File: config.mk
export PLATFORM = sky130hd
export DESIGN_NAME = fft4_bfly_sequencer_flat
export DESIGN_NICKNAME = d
export VERILOG_FILES = /design/src/rtl/fft4_bfly_sequencer_if.sv /design/src/rtl/fft4_bfly_sequencer.sv /design/src/flat_wrapper.sv
export SDC_FILE = /design/constraint.sdc
export NUM_CORES = 1
export LEC_CHECK = 0
export CORE_AREA = 3 3 224 226
export CTS_BUF_LIST = sky130_fd_sc_hd__clkbuf_16
export DETAILED_ROUTE_END_ITERATION = 10
export DIE_AREA = 0 0 227 229
export HOLD_SLACK_MARGIN = 0.1
export MAX_ROUTING_LAYER = met4
export PLACE_DENSITY = 0.77
export SYNTH_ARGS = -nofsm -noshare
export SYNTH_HDL_FRONTEND = slang
export SYNTH_SLANG_ARGS = --single-unit
File: constraint.sdc
create_clock -name clk -period 16.15 [get_ports clk]
set_input_delay 3.23 -clock clk [delete_from_list [all_inputs] [get_ports clk]]
set_output_delay 3.23 -clock clk [all_outputs]
set_load 0.01 [all_outputs]
File: src/rtl/fft4_bfly_sequencer_if.sv
// Bus bundle of the 4-point FFT butterfly sequencer: sample input, twiddles, shared butterfly and result output.
// FFT4_EXC_TRACK_EN adds the bf_exc / out_exc exception-tracking pair.
interface fft4_bfly_sequencer_if;
    logic        in_valid;
    logic        in_ready;
    logic [31:0] in_re;
    logic [31:0] in_im;
    logic [31:0] cfg_w0r;
    logic [31:0] cfg_w0i;
    logic [31:0] cfg_w1r;
    logic [31:0] cfg_w1i;
    logic [31:0] bf_ar;
    logic [31:0] bf_ai;
    logic [31:0] bf_br;
    logic [31:0] bf_bi;
    logic [31:0] bf_wr;
    logic [31:0] bf_wi;
    logic [31:0] bf_sumr;
    logic [31:0] bf_sumi;
    logic [31:0] bf_difr;
    logic [31:0] bf_difi;
    logic        out_valid;
    logic        out_ready;
    logic [31:0] out_re;
    logic [31:0] out_im;
    logic        busy;
`ifdef FFT4_EXC_TRACK_EN
    logic        bf_exc;
    logic        out_exc;
`endif

    modport master (
        output in_valid, in_re, in_im,
        output cfg_w0r, cfg_w0i, cfg_w1r, cfg_w1i,
        output bf_sumr, bf_sumi, bf_difr, bf_difi,
        output out_ready,
`ifdef FFT4_EXC_TRACK_EN
        output bf_exc,
        input  out_exc,
`endif
        input  in_ready,
        input  bf_ar, bf_ai, bf_br, bf_bi, bf_wr, bf_wi,
        input  out_valid, out_re, out_im, busy
    );

    modport slave (
        input  in_valid, in_re, in_im,
        input  cfg_w0r, cfg_w0i, cfg_w1r, cfg_w1i,
        input  bf_sumr, bf_sumi, bf_difr, bf_difi,
        input  out_ready,
`ifdef FFT4_EXC_TRACK_EN
        input  bf_exc,
        output out_exc,
`endif
        output in_ready,
        output bf_ar, bf_ai, bf_br, bf_bi, bf_wr, bf_wi,
        output out_valid, out_re, out_im, busy
    );
endinterface

File: src/rtl/fft4_bfly_sequencer.sv
// Frame controller for a 4-point fp32 FFT sharing one external 2-point butterfly (LOAD -> CALC -> OUT).
// Optional macro FFT4_EXC_TRACK_EN adds a sticky per-frame butterfly exception flag.
module fft4_bfly_sequencer #(
    parameter int BF_LAT = 2
) (
    input logic                  clk,
    input logic                  rst,
    fft4_bfly_sequencer_if.slave bus
);
    localparam int WAIT_W = (BF_LAT > 1) ? $clog2(BF_LAT) : 1;
    localparam logic [WAIT_W-1:0] WAIT_LAST = WAIT_W'(BF_LAT - 1);
    localparam logic [WAIT_W-1:0] WAIT_ONE  = WAIT_W'(1);

    typedef enum logic [1:0] {LOAD, CALC, OUT} state_t;

    state_t            state_q;
    logic [1:0]        ldCnt_q;
    logic [1:0]        pass_q;
    logic [1:0]        rdIdx_q;
    logic [WAIT_W-1:0] wait_q;
    logic [31:0]       slotRe_q [4];
    logic [31:0]       slotIm_q [4];
    logic [31:0]       w0r_q;
    logic [31:0]       w0i_q;
    logic [31:0]       w1r_q;
    logic [31:0]       w1i_q;

    logic       inReady;
    logic       outValid;
    logic       inCalc;
    logic       inFire;
    logic       outFire;
    logic       capture;
    logic       useW1;
    logic [1:0] aIdx;
    logic [1:0] bIdx;
    logic [1:0] rdSlot;

    // Pass schedule: stage-1 pairs (0,2),(1,3) then stage-2 pairs (0,1),(2,3); only p1 uses W1.
    always_comb begin
        aIdx  = 2'd0;
        bIdx  = 2'd2;
        useW1 = 1'b0;
        case (pass_q)
            2'd1: begin
                aIdx  = 2'd1;
                bIdx  = 2'd3;
                useW1 = 1'b1;
            end
            2'd2: begin
                aIdx = 2'd0;
                bIdx = 2'd1;
            end
            2'd3: begin
                aIdx = 2'd2;
                bIdx = 2'd3;
            end
            default: begin
                aIdx = 2'd0;
                bIdx = 2'd2;
            end
        endcase
    end

    // Every output is forced low while rst is held, even before the first reset edge.
    assign inReady  = !rst && (state_q == LOAD);
    assign outValid = !rst && (state_q == OUT);
    assign inCalc   = !rst && (state_q == CALC);
    assign inFire   = bus.in_valid && inReady;
    assign outFire  = outValid && bus.out_ready;
    assign capture  = (state_q == CALC) && (wait_q == WAIT_LAST);
    assign rdSlot   = {rdIdx_q[0], rdIdx_q[1]};

    assign bus.in_ready  = inReady;
    assign bus.out_valid = outValid;
    assign bus.busy      = !rst && (state_q != LOAD);
    assign bus.out_re    = outValid ? slotRe_q[rdSlot] : '0;
    assign bus.out_im    = outValid ? slotIm_q[rdSlot] : '0;
    assign bus.bf_ar     = inCalc ? slotRe_q[aIdx] : '0;
    assign bus.bf_ai     = inCalc ? slotIm_q[aIdx] : '0;
    assign bus.bf_br     = inCalc ? slotRe_q[bIdx] : '0;
    assign bus.bf_bi     = inCalc ? slotIm_q[bIdx] : '0;
    assign bus.bf_wr     = inCalc ? (useW1 ? w1r_q : w0r_q) : '0;
    assign bus.bf_wi     = inCalc ? (useW1 ? w1i_q : w0i_q) : '0;

`ifdef FFT4_EXC_TRACK_EN
    logic excFlag_q;
    assign bus.out_exc = outValid && excFlag_q;
`endif

    always_ff @(posedge clk) begin
        if (rst) begin
            state_q <= LOAD;
            ldCnt_q <= 2'd0;
            pass_q  <= 2'd0;
            rdIdx_q <= 2'd0;
            wait_q  <= '0;
            w0r_q   <= '0;
            w0i_q   <= '0;
            w1r_q   <= '0;
            w1i_q   <= '0;
            for (int i = 0; i < 4; i++) begin
                slotRe_q[i] <= '0;
                slotIm_q[i] <= '0;
            end
`ifdef FFT4_EXC_TRACK_EN
            excFlag_q <= 1'b0;
`endif
        end else begin
            case (state_q)
                LOAD: begin
                    if (inFire) begin
                        slotRe_q[ldCnt_q] <= bus.in_re;
                        slotIm_q[ldCnt_q] <= bus.in_im;
                        ldCnt_q           <= ldCnt_q + 2'd1;
                        if (ldCnt_q == 2'd3) begin
                            w0r_q   <= bus.cfg_w0r;
                            w0i_q   <= bus.cfg_w0i;
                            w1r_q   <= bus.cfg_w1r;
                            w1i_q   <= bus.cfg_w1i;
                            pass_q  <= 2'd0;
                            wait_q  <= '0;
                            state_q <= CALC;
                        end
                    end
                end
                CALC: begin
                    if (capture) begin
                        slotRe_q[aIdx] <= bus.bf_sumr;
                        slotIm_q[aIdx] <= bus.bf_sumi;
                        slotRe_q[bIdx] <= bus.bf_difr;
                        slotIm_q[bIdx] <= bus.bf_difi;
                        wait_q         <= '0;
                        pass_q         <= pass_q + 2'd1;
`ifdef FFT4_EXC_TRACK_EN
                        excFlag_q      <= excFlag_q | bus.bf_exc;
`endif
                        if (pass_q == 2'd3) begin
                            rdIdx_q <= 2'd0;
                            state_q <= OUT;
                        end
                    end else begin
                        wait_q <= wait_q + WAIT_ONE;
                    end
                end
                OUT: begin
                    if (outFire) begin
                        rdIdx_q <= rdIdx_q + 2'd1;
                        if (rdIdx_q == 2'd3) begin
                            ldCnt_q <= 2'd0;
                            state_q <= LOAD;
`ifdef FFT4_EXC_TRACK_EN
                            excFlag_q <= 1'b0;
`endif
                        end
                    end
                end
                default: state_q <= LOAD;
            endcase
        end
    end
endmodule

File: src/flat_wrapper.sv
// flat-port wrapper written by rule: the top's interface ports become plain ports
module fft4_bfly_sequencer_flat 
#(
    parameter int BF_LAT = 2
)
  (clk, rst, bus_in_valid, bus_in_re, bus_in_im, bus_cfg_w0r, bus_cfg_w0i, bus_cfg_w1r, bus_cfg_w1i, bus_bf_sumr, bus_bf_sumi, bus_bf_difr, bus_bf_difi, bus_out_ready, bus_in_ready, bus_bf_ar, bus_bf_ai, bus_bf_br, bus_bf_bi, bus_bf_wr, bus_bf_wi, bus_out_valid, bus_out_re, bus_out_im, bus_busy);
  fft4_bfly_sequencer_if bus_i ();
  input logic clk;
  input logic rst;
  input wire logic [$bits(bus_i.in_valid)-1:0] bus_in_valid;
  input wire logic [$bits(bus_i.in_re)-1:0] bus_in_re;
  input wire logic [$bits(bus_i.in_im)-1:0] bus_in_im;
  input wire logic [$bits(bus_i.cfg_w0r)-1:0] bus_cfg_w0r;
  input wire logic [$bits(bus_i.cfg_w0i)-1:0] bus_cfg_w0i;
  input wire logic [$bits(bus_i.cfg_w1r)-1:0] bus_cfg_w1r;
  input wire logic [$bits(bus_i.cfg_w1i)-1:0] bus_cfg_w1i;
  input wire logic [$bits(bus_i.bf_sumr)-1:0] bus_bf_sumr;
  input wire logic [$bits(bus_i.bf_sumi)-1:0] bus_bf_sumi;
  input wire logic [$bits(bus_i.bf_difr)-1:0] bus_bf_difr;
  input wire logic [$bits(bus_i.bf_difi)-1:0] bus_bf_difi;
  input wire logic [$bits(bus_i.out_ready)-1:0] bus_out_ready;
  output wire logic [$bits(bus_i.in_ready)-1:0] bus_in_ready;
  output wire logic [$bits(bus_i.bf_ar)-1:0] bus_bf_ar;
  output wire logic [$bits(bus_i.bf_ai)-1:0] bus_bf_ai;
  output wire logic [$bits(bus_i.bf_br)-1:0] bus_bf_br;
  output wire logic [$bits(bus_i.bf_bi)-1:0] bus_bf_bi;
  output wire logic [$bits(bus_i.bf_wr)-1:0] bus_bf_wr;
  output wire logic [$bits(bus_i.bf_wi)-1:0] bus_bf_wi;
  output wire logic [$bits(bus_i.out_valid)-1:0] bus_out_valid;
  output wire logic [$bits(bus_i.out_re)-1:0] bus_out_re;
  output wire logic [$bits(bus_i.out_im)-1:0] bus_out_im;
  output wire logic [$bits(bus_i.busy)-1:0] bus_busy;
  assign bus_i.in_valid = bus_in_valid;
  assign bus_i.in_re = bus_in_re;
  assign bus_i.in_im = bus_in_im;
  assign bus_i.cfg_w0r = bus_cfg_w0r;
  assign bus_i.cfg_w0i = bus_cfg_w0i;
  assign bus_i.cfg_w1r = bus_cfg_w1r;
  assign bus_i.cfg_w1i = bus_cfg_w1i;
  assign bus_i.bf_sumr = bus_bf_sumr;
  assign bus_i.bf_sumi = bus_bf_sumi;
  assign bus_i.bf_difr = bus_bf_difr;
  assign bus_i.bf_difi = bus_bf_difi;
  assign bus_i.out_ready = bus_out_ready;
  assign bus_in_ready = bus_i.in_ready;
  assign bus_bf_ar = bus_i.bf_ar;
  assign bus_bf_ai = bus_i.bf_ai;
  assign bus_bf_br = bus_i.bf_br;
  assign bus_bf_bi = bus_i.bf_bi;
  assign bus_bf_wr = bus_i.bf_wr;
  assign bus_bf_wi = bus_i.bf_wi;
  assign bus_out_valid = bus_i.out_valid;
  assign bus_out_re = bus_i.out_re;
  assign bus_out_im = bus_i.out_im;
  assign bus_busy = bus_i.busy;
  fft4_bfly_sequencer #(.BF_LAT(BF_LAT)) u_core (.clk(clk), .rst(rst), .bus(bus_i));
endmodule
==> impl_metrics.tcl <==
set metrics [dict create \
    core_sq_um 48500 \
    layout-area-overhead-vs-synth_pct 33.1 \
    critPathTopFamily "buffers and inverters" \
    finalSetupViolations 0 \
    clock.fmax_mhz 112 \
    slowest_delay_ns 0.74 \
    drive_above_1_share_pct 11.9 \
    grt_pass1_vias 20562 \
    crit_top_cell "buf_4" \
    seq_area_frac_synth_pct 46.3 \
    cts_made_buffers 43 \
    vias 20596 \
    synth_top_area_cell "edfxtp_1" \
    synthCells 2158 \
    die_x_microns 227 \
    multi_input_area_sq_um 11400 \
    period_needed_ns 8.89 \
    placed_cells 3178 \
    die_area_sq_um 52000 \
    power_leakage_uw 0.0103 \
    cts_resized 0 \
    ant_nets 0 \
    synth_top_area_share_pct 34.0 \
    critPathSlowestCell "buf_4" \
    drt-total-wl_microns 82900 \
    status "finished, final reports clean" \
    maxCapViolCount 0 \
    ys_warn_count 0 \
    path_clk_slew_ns 0.06 \
    final_cell_area_sq_um 30100 \
    drc_errors 0 \
    synthTopCellsByArea "edfxtp_1 (34%), mux4_2 (19%), dfxtp_1 (12%)" \
    dpl_cell_area_sq_um 28700 \
    portBuffers 582 \
    seq_area_sq_um 10500 \
    avgViaCountPerCell 6.31 \
    worstSetupEndpointType "primary output" \
    drv_slew 0 \
    syn_area_sq_um 22600 \
    cts_tree "done" \
    peakVddDrop_uv 60.3 \
    period_share_pct 55.1 \
    synthDistinctLibCells 39 \
    die_y_microns 229 \
    path_buf_inv 3 \
    hpwlAfterDp_microns 51800 \
    ys_ff_latch 395 \
    wl_per_cell_microns 25.4 \
    r2r_setup_slack_ns 11.06 \
    worstPathRequired_ns 12.92 \
    worstMarginPinSlew_ns 1.29 \
    critPathArrivalTime_ns 5.66 \
    cts_hold_buf 0 \
    cts_sinks 395 \
    cp_cell_sequence "buf_4, nor2_4, buf_4, and3_1, clkdlybuf4s50_1" \
    root_buffer "clkbuf_16" \
    io_pins 583 \
    top_layer "met4" \
    firstDrtPassIters 6 \
    fin_setup_tns_ns 0 \
    skew_ns 0.0177 \
    post_cts_buffers 0 \
    path_max_fanout 128 \
    overflow 0 \
    worstSkewPairLatency_ns 0.57 \
    grt_setup_unrepaired "false" \
    crit_path_start_kind "input pin" \
    cts.path.max_buffers 3 \
    grt_use_total_pct 31.6 \
    htree_levels 2 \
    gp_congestion 0.902 \
    start_util_pct 46.6 \
    grt_pass1_wl_microns 122000 \
    wl_met2_microns 40800 \
    fp-row-count 81 \
    power.density_nw_per_um2 77.8 \
    syn_area_per_cell_sq_um 10.5 \
    drt_iter0_drc 2268 \
    wl_met3_microns 9420 \
    drt-met1-wl_microns 28800 \
    final_hold_viol_count 0 \
    antenna_found_initial 11 \
    min-delay-start "u_core.w0r_q[2]$_SDFFE_PP0P_" \
    cp-startpoint "rst" \
    grt_start_max_net_pins 129 \
    slew_headroom_pct 13.8 \
    num-fill-cells 3745 \
    stdcell_count 3265 \
    r2r-start "u_core.pass_q[0]$_SDFFE_PP0P_" \
    layout.nets 2934 \
    hold_class "flop to flop" \
    worstSetupPathType "input pin to primary output" \
    synth_nets 2491 \
]
-- path summary, 6_finish.rpt --
| check | depth (start not counted) | end |
|---|---|---|
| max | 5 | bus_bf_ai[5] |
| min | 2 | u_core.w0r_q[2]$_SDFFE_PP0P_ |
| max reg2reg | 7 | u_core.slotRe_q[0][28]$_DFFE_PP_ |
| min reg2reg | 2 | u_core.w0r_q[2]$_SDFFE_PP0P_ |
-- layer usage --
| layer | vias to the layer above | track usage (%) |
|---|---|---|
| met2 | 1524 | 51.4 |
| li1 | 8896 | - |
| met3 | 256 | 7.45 |
| met5 | - | - |
| met1 | 9920 | 36.8 |
| met4 | 0 | 15.6 |
-- cells in the mapped netlist, drive strengths merged --
| cell | instances |
|---|---|
| nand2 | 457 |
| edfxtp | 256 |
| a21oi | 201 |
| o21ai | 196 |
| and3 | 195 |
| mux4 | 192 |
| clkbuf | 157 |
| dfxtp | 139 |
| nor2 | 136 |
| mux2i | 66 |
| a22oi | 64 |
| buf | 55 |
| ha | 9 |
| inv | 5 |
| and2 | 4 |
| nand3 | 3 |
| or3 | 3 |
| nand3b | 2 |
| o22ai | 2 |
| a211o | 1 |
| a21boi | 1 |
| a22o | 1 |
| a2bb2oi | 1 |
| and4bb | 1 |
| nand4 | 1 |
| nand4b | 1 |
| nand4bb | 1 |
| nor2b | 1 |
| nor3 | 1 |
| nor4 | 1 |
| nor4b | 1 |
| o311a | 1 |
| or2 | 1 |
| or3b | 1 |
| or4b | 1 |
-- worst reg2reg max path, stage by stage, from the launching register on --
cell     delay, ns
dfxtp_1       0.41
inv_1         0.26
ha_4          0.66
buf_4         0.82
and3_2        0.35
buf_4         0.80
a211o_2       0.69
buf_4         0.70
-- kinds of logic after synthesis --
family / share of synthesized area (%)
AOI/OAI and AO/OA: 11.2
adders and majority gates: 0.498
buffers and inverters: 3.85
DFF: 46.3
muxes: 22.0
and+or+nand+nor: 16.1
-- state kept, by name (all words and copies together), names as in the netlist, named ones only --
signal / cells
u_core.w1r_q: 32
u_core.w0i_q: 32
u_core.slotRe_q: 128
u_core.w1i_q: 32
u_core.ldCnt_q: 2
u_core.rdIdx_q: 2
u_core.state_q: 2
u_core.wait_q: 1
u_core.slotIm_q: 128
u_core.w0r_q: 32
u_core.pass_q: 2
-- cell type report --
class | count | share of cell area [%]
repair buffers | 610 | 20.0
clock buffers | 44 | 3.66
clock inverters | 31 | 0.844
well taps | 622 | 2.59
flip-flops and latches | 395 | 34.8
diodes | 12 | 0.0998
inverters | 5 | 0.0624
multi-input cells | 1546 | 37.9
-- through the flow --
stage          hold WS [ns]  total power, uW  worst slack, ns  utilization, %
2_1_floorplan         0.436             1250             7.17               -
3_3_place_gp          0.441             1380             7.19            59.1
3_5_place_dp          0.446             1390             7.16            59.1
4_1_cts               0.454             2340             7.16            61.9
5_1_grt               0.466             2400             7.14            62.0
6_report              0.453             2340             7.26            62.0
-- cells in the final DEF (no fill, tap or decap), types with 11 or more instances in the layout --
cell type,Yosys,final
a21oi_1,201,201
a22oi_1,64,64
and3_1,195,194
buf_4,0,29
clkbuf_16,0,44
clkdlybuf4s50_1,0,581
dfxtp_1,139,136
diode_2,0,12
edfxtp_1,256,256
inv_1,5,11
mux2i_1,66,66
mux4_2,192,192
nand2_1,457,455
nor2_1,136,135
o21ai_0,127,125
o21ai_1,69,69
-- where the power goes --
group	switching, uW	leakage [uW]	internal (uW)
clock network	408	0.000698	557
logic	104	0.00585	116
registers	31.3	0.00378	1120
total	544	0.0103	1800
(Power assumes the default switching activity.)
==> edit: new RTL, config.mk and constraints unchanged <==
`BF_LAT` is set to 2 in 2 places; all go to 4.
--- a/src/rtl/fft4_bfly_sequencer.sv
+++ b/src/rtl/fft4_bfly_sequencer.sv
@@ -1,7 +1,7 @@
 // Frame controller for a 4-point fp32 FFT sharing one external 2-point butterfly (LOAD -> CALC -> OUT).
 // Optional macro FFT4_EXC_TRACK_EN adds a sticky per-frame butterfly exception flag.
 module fft4_bfly_sequencer #(
-    parameter int BF_LAT = 2
+    parameter int BF_LAT = 4
 ) (
     input logic                  clk,
     input logic                  rst,
--- a/src/flat_wrapper.sv
+++ b/src/flat_wrapper.sv
@@ -1,7 +1,7 @@
 // flat-port wrapper written by rule: the top's interface ports become plain ports
 module fft4_bfly_sequencer_flat 
 #(
-    parameter int BF_LAT = 2
+    parameter int BF_LAT = 4
 )
   (clk, rst, bus_in_valid, bus_in_re, bus_in_im, bus_cfg_w0r, bus_cfg_w0i, bus_cfg_w1r, bus_cfg_w1i, bus_bf_sumr, bus_bf_sumi, bus_bf_difr, bus_bf_difi, bus_out_ready, bus_in_ready, bus_bf_ar, bus_bf_ai, bus_bf_br, bus_bf_bi, bus_bf_wr, bus_bf_wi, bus_out_valid, bus_out_re, bus_out_im, bus_busy);
   fft4_bfly_sequencer_if bus_i ();
Behaviour: no difference found for any inputs over 4 cycles, from zero or initial values and one cycle with rst high; that may be too few to reach the edited logic, so the function may still have changed.
==> edit against the original RTL <==
  * Die area did not move
  * Power rose by 0.22%
  * Via count fell by 2.7%
  * Clock skew fell by 0.00073 ns
  * Design area rose by 1.1%
  * Core utilization rose by 0.66 points
  * Synthesized area rose by 1.2%
  * Synthesized cell count fell by 0.79%
  * Combinational power fell by 4%
  * Sequential cell count rose by 1
  * Setup slack got worse by 0.56 ns
  * Global-route usage fell by 1.1 points
  * Routed wire length fell by 3.8%
==> edit: results (changes against the original RTL) <==
- Critical Path AT: 6.22 ns (+0.56 ns)
- DP Cell Count: 3,176 (-0.063%)
- Capturing point of the worst reg2reg path: u_core.slotRe_q[1][22]
- Status: completed
- Worst hold endpoint: u_core.w1i_q[8]
- Highest clock rate: 0.106 GHz (-5.9%)
- Gr usage total: 30.5% (-1.1 points)
- FF-to-FF path depth: 6 (-1)
- Grt met2 use: 50.8% (-0.54 points)
- First-pass GRT wire length: 118,000 µm (-3.3%)
- TritonCTS Buffers: 44 (+2.3%)
- Vias in the first global route: 20,400 (-0.59%)
- Final Wtd Congestion: 0.884 (-2.0%)
- P_int: 1810 µW (+0.74%)
- Launching point of the worst reg2reg path: u_core.pass_q[1]
- Worst slack, placed: 6.79 ns (-0.370 ns)
- GR met3 Demand/Resource: 6.58% (-0.87 points)
- Iteration-0 DRC Markers: 2,179 (-3.9%)
- Met1 wire length: 27,500 µm (-4.2%)
- CP Max Fanout: 110 (-14%)
- Post-DP HPWL: 50,400 µm (-2.7%)
- Grt met1 use: 35.4% (-1.3 points)
- Antenna violations before repair: 7 (-4)
- Final cell count without fillers: 3,262 (-0.092%)
- Hold_sp: u_core.w1i_q[8]
- Top cells by count, synth: nand2_1, edfxtp_1, a21oi_1
- Largest net degree at the start of global routing: 111 (-14%)
- Layout cells sized above 1: 14.0% (+2.1 points)
- Peak supply drop: 0.0608 mV (+0.90%)
- Syn_area_per_cell: 10.7 µm² (+2.0%)
- Leak: 0.00962 µW (-6.8%)
- Library cells used by synthesis: 43 (+10%)
- Routed length on met3: 8790 µm (-6.6%)
- Worst setup endpoint: bus_bf_ar[17]
- Area contributors post-synth: edfxtp_1, mux4_2, dfxtp_1
edit: stage by stage:
| stage | hold slack, ns | instance area (µm²) | total power (µW) |
|---|---|---|---|
| after floorplan | 0.436 | 22900 | 1260 |
| after global placement | 0.441 | 29000 | 1380 |
| after detailed placement | 0.446 | 29000 | 1380 |
| after CTS | 0.453 | 30400 | 2350 |
| after global routing | 0.470 | 30400 | 2410 |
| final | 0.452 | 30400 | 2340 |
edit: logic make-up (layout without fill, tap and decap cells):
kind of cell    after synthesis  in the layout  share of synthesized area, %
buf+inv                     197            689                          3.73
fa+ha+maj                    10             10                         0.547
simple gates                810            810                          15.8
other cells                   0              7                             0
mux                         257            257                          21.7
compound gates              471            471                          12.4
flops                       396            396                          45.8
edit: final cells by class:
cell class	instances	area, µm²
multi-input combinational	1548	11700
clock buffer	48	1200
sequential	396	10500
tap	622	778
inverter	3	11.3
fill	3787	18100
timing repair buffer	607	6020
clock inverter	31	194
antenna	7	17.5
